File: src/rtl/fetch_pkg.sv
// Shared types and constants for the SimpleCPU instruction-fetch unit.
package fetch_pkg;

  typedef enum logic [1:0] {
    RK_JUMP = 2'b00,
    RK_CALL = 2'b01,
    RK_RET  = 2'b10,
    RK_RSVD = 2'b11
  } redir_kind_e;

  typedef enum logic [1:0] {
    IDLE,
    RUN,
    PAUSE
  } fetch_state_e;

  localparam logic [7:0] INS_BYTES = 8'd2;

  // Instructions are two bytes wide, so every fetch address is even.
  function automatic logic [7:0] align_pc(input logic [7:0] addr);
    return {addr[7:1], 1'b0};
  endfunction

endpackage

File: src/rtl/fetch_unit_if.sv
// Instruction-memory, decode-handshake and execute-redirect signals of the fetch unit.
interface fetch_unit_if;
  logic [7:0]  imem_addr;
  logic [15:0] imem_ins;
  logic        if_valid;
  logic [15:0] if_ins;
  logic [7:0]  if_pc;
  logic        if_ready;
  logic        redir_valid;
  logic [1:0]  redir_kind;
  logic [7:0]  redir_target;
  logic [7:0]  redir_link;

  modport master (
    output imem_addr, if_valid, if_ins, if_pc,
    input  imem_ins, if_ready, redir_valid, redir_kind, redir_target, redir_link
  );

  modport slave (
    input  imem_addr, if_valid, if_ins, if_pc,
    output imem_ins, if_ready, redir_valid, redir_kind, redir_target, redir_link
  );
endinterface

File: src/rtl/ras_stack.sv
// Circular return-address stack: a full push overwrites the oldest entry,
// an empty pop leaves the stack untouched; both raise sticky flags.
module ras_stack #(
  parameter int RAS_DEPTH = 4
) (
  input  logic       clk,
  input  logic       rst,
  input  logic       push,
  input  logic       pop,
  input  logic [7:0] din,
  output logic [7:0] dout,
  output logic       empty,
  output logic       full,
  output logic       overflow,
  output logic       underflow
);
  localparam int PW = $clog2(RAS_DEPTH);

  logic [7:0]    r_mem [RAS_DEPTH];
  logic [PW-1:0] r_top;
  logic [PW-1:0] w_rd_ptr;
  logic [PW:0]   r_count;
  logic          r_overflow;
  logic          r_underflow;

  // r_top is the next write slot; a power-of-two depth makes the wrap free.
  assign w_rd_ptr  = r_top - PW'(1);
  assign dout      = r_mem[w_rd_ptr];
  assign empty     = (r_count == '0);
  assign full      = (r_count == (PW+1)'(RAS_DEPTH));
  assign overflow  = r_overflow;
  assign underflow = r_underflow;

  // NOTE: storage is not reset; r_count alone decides which entries are live.
  always_ff @(posedge clk) begin
    if (push) r_mem[r_top] <= din;
  end

  always_ff @(posedge clk) begin
    if (rst) begin
      r_top       <= '0;
      r_count     <= '0;
      r_overflow  <= 1'b0;
      r_underflow <= 1'b0;
    end else if (push) begin
      r_top <= r_top + PW'(1);
      if (full) r_overflow <= 1'b1;
      else      r_count    <= r_count + (PW+1)'(1);
    end else if (pop) begin
      if (empty) begin
        r_underflow <= 1'b1;
      end else begin
        r_top   <= w_rd_ptr;
        r_count <= r_count - (PW+1)'(1);
      end
    end
  end

endmodule

File: src/rtl/fetch_unit.sv
// Instruction-fetch initiator: owns the PC, registers one instruction for decode
// behind a valid/ready handshake, and follows jump/call/return redirects.
module fetch_unit
  import fetch_pkg::*;
#(
  parameter int         RAS_DEPTH = 4,
  parameter logic [7:0] RESET_PC  = 8'h00
) (
  input  logic         clk,
  input  logic         rst,
  input  logic         run,
  fetch_unit_if.master bus,
  output logic         ras_overflow,
  output logic         ras_underflow,
  output logic         misalign
);

  fetch_state_e r_state;
  fetch_state_e w_state_next;
  logic [7:0]   r_pc;
  logic [7:0]   w_pc_next;
  logic         r_if_valid;
  logic [15:0]  r_if_ins;
  logic [7:0]   r_if_pc;
  logic         r_misalign;
  redir_kind_e  w_kind;
  logic         w_redir;
  logic         w_advance;
  logic         w_push;
  logic         w_pop;
  logic         w_misalign_set;
  logic [7:0]   w_ras_top;
  logic         w_ras_empty;
  logic         w_ras_full;

  assign w_kind        = redir_kind_e'(bus.redir_kind);
  assign bus.imem_addr = r_pc;
  assign bus.if_valid  = r_if_valid;
  assign bus.if_ins    = r_if_ins;
  assign bus.if_pc     = r_if_pc;
  assign misalign      = r_misalign;

  // NOTE: every always_comb output gets a default first so no path infers a latch.
  always_comb begin
    w_state_next   = r_state;
    w_redir        = 1'b0;
    w_advance      = 1'b0;
    w_push         = 1'b0;
    w_pop          = 1'b0;
    w_misalign_set = 1'b0;
    w_pc_next      = r_pc;

    case (r_state)
      IDLE: if (run) w_state_next = RUN;
      RUN: begin
        if (!run) w_state_next = PAUSE;
        w_redir   = bus.redir_valid;
        w_advance = run && (!r_if_valid || bus.if_ready) && !bus.redir_valid;
      end
      PAUSE: begin
        if (run) w_state_next = RUN;
        w_redir = bus.redir_valid;
      end
      default: w_state_next = IDLE;
    endcase

    // Reserved redirect kind falls through to the jump behaviour.
    if (w_redir) begin
      case (w_kind)
        RK_RET: begin
          w_pop     = 1'b1;
          w_pc_next = w_ras_empty ? RESET_PC : w_ras_top;
        end
        RK_CALL: begin
          w_push         = 1'b1;
          w_misalign_set = bus.redir_target[0];
          w_pc_next      = align_pc(bus.redir_target);
        end
        default: begin
          w_misalign_set = bus.redir_target[0];
          w_pc_next      = align_pc(bus.redir_target);
        end
      endcase
    end else if (w_advance) begin
      w_pc_next = r_pc + INS_BYTES;
    end
  end

  // NOTE: registers use non-blocking assignments so all state updates at the same edge.
  always_ff @(posedge clk) begin
    if (rst) r_state <= IDLE;
    else     r_state <= w_state_next;
  end

  always_ff @(posedge clk) begin
    if (rst) begin
      r_pc       <= RESET_PC;
      r_if_valid <= 1'b0;
      r_if_ins   <= 16'h0000;
      r_if_pc    <= 8'h00;
      r_misalign <= 1'b0;
    end else begin
      r_pc <= w_pc_next;
      if (w_misalign_set) r_misalign <= 1'b1;
      if (w_redir) begin
        r_if_valid <= 1'b0;
      end else if (w_advance) begin
        r_if_ins   <= bus.imem_ins;
        r_if_pc    <= r_pc;
        r_if_valid <= 1'b1;
      end else if (bus.if_ready) begin
        r_if_valid <= 1'b0;
      end
    end
  end

  ras_stack #(
    .RAS_DEPTH (RAS_DEPTH)
  ) u_ras (
    .clk       (clk),
    .rst       (rst),
    .push      (w_push),
    .pop       (w_pop),
    .din       (bus.redir_link),
    .dout      (w_ras_top),
    .empty     (w_ras_empty),
    .full      (w_ras_full),
    .overflow  (ras_overflow),
    .underflow (ras_underflow)
  );

endmodule

File: src/flat_wrapper.sv
// flat-port wrapper written by rule: the top's interface ports become plain ports
module fetch_unit_flat import fetch_pkg::*;
#(
  parameter int         RAS_DEPTH = 4,
  parameter logic [7:0] RESET_PC  = 8'h00
)
  (clk, rst, run, ras_overflow, ras_underflow, misalign, bus_imem_addr, bus_if_valid, bus_if_ins, bus_if_pc, bus_imem_ins, bus_if_ready, bus_redir_valid, bus_redir_kind, bus_redir_target, bus_redir_link);
  fetch_unit_if bus_i ();
  input  logic clk;
  input  logic rst;
  input  logic run;
  output logic ras_overflow;
  output logic ras_underflow;
  output logic misalign;
  output wire logic [$bits(bus_i.imem_addr)-1:0] bus_imem_addr;
  output wire logic [$bits(bus_i.if_valid)-1:0] bus_if_valid;
  output wire logic [$bits(bus_i.if_ins)-1:0] bus_if_ins;
  output wire logic [$bits(bus_i.if_pc)-1:0] bus_if_pc;
  input wire logic [$bits(bus_i.imem_ins)-1:0] bus_imem_ins;
  input wire logic [$bits(bus_i.if_ready)-1:0] bus_if_ready;
  input wire logic [$bits(bus_i.redir_valid)-1:0] bus_redir_valid;
  input wire logic [$bits(bus_i.redir_kind)-1:0] bus_redir_kind;
  input wire logic [$bits(bus_i.redir_target)-1:0] bus_redir_target;
  input wire logic [$bits(bus_i.redir_link)-1:0] bus_redir_link;
  assign bus_imem_addr = bus_i.imem_addr;
  assign bus_if_valid = bus_i.if_valid;
  assign bus_if_ins = bus_i.if_ins;
  assign bus_if_pc = bus_i.if_pc;
  assign bus_i.imem_ins = bus_imem_ins;
  assign bus_i.if_ready = bus_if_ready;
  assign bus_i.redir_valid = bus_redir_valid;
  assign bus_i.redir_kind = bus_redir_kind;
  assign bus_i.redir_target = bus_redir_target;
  assign bus_i.redir_link = bus_redir_link;
  fetch_unit #(.RAS_DEPTH(RAS_DEPTH), .RESET_PC(RESET_PC)) u_core (.clk(clk), .rst(rst), .run(run), .bus(bus_i), .ras_overflow(ras_overflow), .ras_underflow(ras_underflow), .misalign(misalign));
endmodule
File: config.mk
export PLATFORM = sky130hd
export DESIGN_NAME = fetch_unit_flat
export DESIGN_NICKNAME = d
export VERILOG_FILES = /design/src/rtl/fetch_pkg.sv /design/src/rtl/fetch_unit_if.sv /design/src/rtl/ras_stack.sv /design/src/rtl/fetch_unit.sv /design/src/flat_wrapper.sv
export SDC_FILE = /design/constraint.sdc
export NUM_CORES = 1
export LEC_CHECK = 0
export CAP_MARGIN = 40
export CORE_MARGIN = 10
export CORE_UTILIZATION = 30
export CTS_BUF_LIST = sky130_fd_sc_hd__clkbuf_8 sky130_fd_sc_hd__clkbuf_16
export CTS_CLUSTER_SIZE = 8
export DETAILED_ROUTE_END_ITERATION = 10
export PLACE_DENSITY_LB_ADDON = 0.2
export SETUP_SLACK_MARGIN = 0.05
export SLEW_MARGIN = 10
export SYNTH_ARGS = -nofsm -noshare
export SYNTH_HDL_FRONTEND = slang
export SYNTH_HIERARCHICAL = 1
export SYNTH_SLANG_ARGS = --single-unit
File: constraint.sdc
create_clock -name clk -period 3.3 [get_ports clk]
set_clock_uncertainty 0.15 [all_clocks]
set_input_delay 0.495 -clock clk [delete_from_list [all_inputs] [get_ports clk]]
set_output_delay 0.495 -clock clk [all_outputs]
set_load 0.02 [all_outputs]
==> results of run 1 <==
power by group:
part,internal [W],switching [W]
clock,0.000533,0.000330
sequential,0.00102,0.0000497
combinational,0.000215,0.000233
layout make-up:
type	count	share of cell area
Sequential cell	75	0.419
Tap cell	136	0.0391
Clock buffer	13	0.0437
Multi-Input combinational cell	191	0.291
Timing Repair Buffer	83	0.185
Clock inverter	3	0.0150
Inverter	8	0.00690
cells in the final DEF, fill, tap and decap left out, drive strengths merged, types with 2 or more instances in the layout:
master / count
clkdlybuf4s50: 74
nand2: 54
dfxtp: 43
a21oi: 32
edfxtp: 32
nor2: 13
clkbuf: 13
a211oi: 10
ha: 10
nand3: 9
buf: 9
inv: 8
mux4: 8
nor3: 7
nor3b: 6
and2: 5
xnor2: 5
a31oi: 4
mux2i: 3
nand2b: 3
bufinv: 2
nor4: 2
a311o: 2
o21ai: 2
sequential cells by signal (all words and copies together), names as in the netlist:
register and cells:
u_core/u_ras/overflow 1, u_core/bus.if_ins 16, u_core/misalign 1, u_core/bus.if_pc 8, u_core/u_ras/r_count 3, u_core/u_ras/r_mem 32
u_core/r_state 2, u_core/u_ras/underflow 1, u_core/u_ras/r_top 2, u_core/bus.imem_addr 8, u_core/bus.if_valid 1
worst paths after layout:
check	endpoint
min reg2reg	u_core/bus.if_ins[14]
max	u_core/u_ras/r_count[2]
max reg2reg	u_core/u_ras/r_count[2]
min	u_core/bus.if_ins[14]
worst max-delay path, cell delays in order, from the launching register on:
cell and delay (ns):
dfxtp_1 0.41, inv_1 0.09, ha_1 0.29, nand2_1 0.07, nor3b_1 0.24, inv_1 0.15, fa_1 0.44, or3b_1 0.38
or4_1 0.41, o311ai_1 0.08
per-layer routing:
layer | routed length [um] | GRT usage
met1 | 3410 | 0.122
met3 | 635 | 0.0369
met4 | 85 | 0.0429
met2 | 3740 | 0.168
met5 | 0 | 0
per-stage QoR:
| stage | worst slack (ns) | power, W |
|---|---|---|
| finish | 0.483 | 0.00238 |
| detailed placement | 0.162 | 0.00154 |
| floorplan | 0.228 | 0.00134 |
| global route | 0.228 | 0.00251 |
| global placement | 0.193 | 0.00154 |
| CTS | 0.465 | 0.00242 |
==> impl_metrics.ini, run 1 <==
[worst_hold_path]
hold_depth = 2
min_path_type = register to register
hold_start = u_core/bus.if_ins[14]

[power]
power_density_mw_per_mm2 = 547
power_leakage_nw = 1.42
peakVddDrop_mv = 0.219

[placed_design]
post-dp-hpwl_um = 5700
gp_congestion = 0.771
io_buffers = 74
place_inst = 493
placedInstanceArea_mm2 = 0.00409

[grt]
grt_max_degree = 44
grt_util_all_layers = 0.103
first_global_vias = 2384
grt_pass1_wl_um = 12200
antenna_found_initial = 0
overflow = 0

[sta]
period_needed_ns = 2.82
hold_ws_ns = 0.304
slew_headroom = 0.677
tightest_slew_ns = 0.483
slew_viol_final = 0
hold_viol = 0
rsz0062_at_grt = false
max_freq_mhz = 355
period_share = 0.854
setup_viol = 0
setup_tns_ns = 0

[flow_run]
maxCapViolCount = 0

[worst_setup_path]
critPathLaunchType = register
reg2regPathDepth = 9
startpoint = u_core/r_state[0]
r2r_setup_slack_ns = 0.48
end_kind = register
criticalPathCategory = register to register
worst_ep_arrival_time_ns = 2.92
required_ns = 3.40
crit_fanout = 5
r2r-start = u_core/r_state[0]

[clocking]
htree_num_levels = 3
cts_buffers = 9
cts_setup_buffers = 0
cts_resized = 0
clock_latency_ns = 0.34
clk_path_buf_depth = 2
cts_hold_buf = 0
tritoncts = done
root_buffer = clkbuf_8
cts.sinks = 75
path_clk_slew_ns = 0.08

[final_layout]
fin_nets = 418
finalInstanceArea_mm2 = 0.00435
final_cells = 509
drive_gt1_frac = 0.0965
final_util = 0.421
fillers = 1002
area_growth_pct = 36.3
diodes = 0
multi_input_area_mm2 = 0.00127
ff_latch_area_mm2 = 0.00182

[synth]
syn-cell-area_mm2 = 0.00319
synth_nets = 339
yosys_warnings = 6
syn_inst = 289
avgSynthCellArea_um2 = 11.0

[floorplanning]
core_area_mm2 = 0.0103
die_w_um = 123
start_util = 0.309
die_y_um = 123
dieArea_mm2 = 0.0152
num_rows = 37
io_pins = 75

[detailed_routing]
wl_per_cell_um = 15.4
drtIter0Drc = 202
viasPerCell = 4.71
drtPass1Iterations = 4
drc = 0
vias = 2397
ant_nets = 0
routed_wl_um = 7860

[status]
status = completed
No activity file was read; power rests on OpenSTA's default activity.
==> run 2: changes to the inputs <==
--- a/config.mk
+++ b/config.mk
@@ -6,12 +6,13 @@
 export NUM_CORES = 1
 export LEC_CHECK = 0
 export CAP_MARGIN = 40
-export CORE_MARGIN = 10
+export CORE_MARGIN = 2
 export CORE_UTILIZATION = 30
 export CTS_BUF_LIST = sky130_fd_sc_hd__clkbuf_8 sky130_fd_sc_hd__clkbuf_16
 export CTS_CLUSTER_SIZE = 8
 export DETAILED_ROUTE_END_ITERATION = 10
 export PLACE_DENSITY_LB_ADDON = 0.2
+export RECOVER_POWER = 100
 export SETUP_SLACK_MARGIN = 0.05
 export SLEW_MARGIN = 10
 export SYNTH_ARGS = -nofsm -noshare
==> run 2 against run 1 <==
Against the previous run: worst setup slack got worse by 0.055 ns; register-to-register slack hardly changed; critical path type is now primary input to register; flip-flop and latch count is the same; non-clock buffer count is the same; count of clock-buffer cells in the layout fell by 1; global-route usage up 2.6 points; die area fell by 24%; sequential share of layout area is 0.81 points higher; wire length is 8.2% lower; sequential power barely moved.
==> impl_metrics.ini, run 2 (synthesis results as in run 1) <==
[clocking]
cts_setup_buffers = 0
path_clk_slew_ns = 0.08
cts_resized = 0
tritoncts = done
root_buffer = clkbuf_8
htree_num_levels = 3
clk_path_buf_depth = 2
clock_latency_ns = 0.34
cts.sinks = 75
cts_hold_buf = 0
cts_buffers = 9

[detailed_routing]
viasPerCell = 4.70
vias = 2393
wl_per_cell_um = 14.2
ant_nets = 0
drc = 0
routed_wl_um = 7220
drtIter0Drc = 69
drtPass1Iterations = 4

[sta]
period_share = 0.870
hold_ws_ns = 0.301
tightest_slew_ns = 1.32
slew_headroom = 0.111
setup_tns_ns = 0
period_needed_ns = 2.87
rsz0062_at_grt = false
slew_viol_final = 0
hold_viol = 0
setup_viol = 0
max_freq_mhz = 348
final.setup.worst_slack_ns = 0.428

[floorplanning]
die_w_um = 107
core_area_mm2 = 0.0103
num_rows = 37
start_util = 0.309
die_y_um = 107
io_pins = 75
dieArea_mm2 = 0.0115

[worst_hold_path]
min_path_type = register to register
hold_depth = 2

[status]
status = completed

[final_layout]
layout_commonest_cell = nand2_1
diodes = 0
fin_nets = 418
area_growth_pct = 33.7
largest-register = u_core/u_ras/r_mem
final_cell_mix = nand2_1 (54), dlygate4sd3_1 (45), dfxtp_1 (43), a21oi_1 (32), edfxtp_1 (32)
fillers = 1034
largest_reg_flops = 32
drive_gt1_frac = 0.0804

[power]
switching_share = 0.280
power_density_mw_per_mm2 = 510
power_leakage_nw = 1.50
power.switching_w = 0.000608
p_clk_frac = 0.315
p_total_w = 0.00217
p_comb_frac = 0.194
p_seq_frac = 0.491
p_int_w = 0.00157
peakVddDrop_mv = 0.256

[worst_setup_path]
required_ns = 3.38
criticalPathCategory = primary input to register
critPathLaunchType = primary input
crit_path_end = u_core/u_ras/r_count[2]
r2r_end = u_core/u_ras/r_count[2]
reg2regPathDepth = 9
r2r-start = u_core/r_state[0]
worst_ep_arrival_time_ns = 2.96
crit_fanout = 5
r2r_setup_slack_ns = 0.49
end_kind = register
startpoint = bus_redir_valid

[placed_design]
gp_congestion = 0.761
place_ws_ns = 0.145
post-dp-hpwl_um = 5100
io_buffers = 74

[grt]
grt_max_degree = 39
overflow = 0
grt_util_all_layers = 0.129
grt_pass1_wl_um = 11400
antenna_found_initial = 0
first_global_vias = 2258

[flow_run]
maxCapViolCount = 0
-- run 2: worst min-delay path by stage --
stage	start	slack [ns]	endpoint
finish	u_core/bus.if_ins[13]	0.30	u_core/bus.if_ins[13]
CTS	u_core/bus.if_ins[14]	0.31	u_core/bus.if_ins[14]
global route	u_core/bus.if_ins[14]	0.32	u_core/bus.if_ins[14]
floorplan	u_core/u_ras/r_top[1]	0.34	u_core/u_ras/r_top[1]
detailed placement	u_core/bus.if_ins[14]	0.30	u_core/bus.if_ins[14]
global placement	u_core/bus.if_ins[0]	0.29	u_core/bus.if_ins[0]
-- run 2: layer usage --
metal  vias up  part of all wire  track usage
met1      1099              0.45        0.161
met4         0             0.015       0.0473
met5         -                 0            0
li1       1204                 -            -
met2        80              0.48        0.214
met3        10             0.063       0.0353
-- run 2: layout make-up --
type | count | area [um^2] | area share
multi-input cells | 191 | 1250 | 0.294
well taps | 136 | 170 | 0.0399
clock buffers | 12 | 176 | 0.0413
repair buffers | 83 | 791 | 0.185
clock inverters | 4 | 22.5 | 0.00528
inverters | 8 | 30.0 | 0.00704
flip-flops and latches | 75 | 1820 | 0.427
-- run 2: through the flow --
step	instances	instance area, um^2	util
CTS	509	4290	0.416
finish	509	4270	0.413
detailed placement	493	4090	0.397
floorplan	289	3190	-
global placement	492	4090	0.396
global route	509	4270	0.413
-- run 2: power groups by stage --
| stage | registers (W) | clock network (W) | logic (W) |
|---|---|---|---|
| 6_report | 0.00107 | 0.000686 | 0.000422 |
| 5_1_grt | 0.00107 | 0.000751 | 0.000465 |
| 4_1_cts | 0.00107 | 0.000714 | 0.000453 |
| 3_5_place_dp | 0.00109 | 0 | 0.000452 |
| 3_3_place_gp | 0.00109 | 0 | 0.000446 |
| 2_1_floorplan | 0.00112 | 0 | 0.000220 |
-- run 2: worst max-delay path, cell delays in order --
cell and delay [ns]:
dlygate4sd3_1 0.65, nand2_1 0.11, nor3b_1 0.23, inv_1 0.16, fa_1 0.45, or3b_1 0.37
or4_1 0.41, o311ai_0 0.10
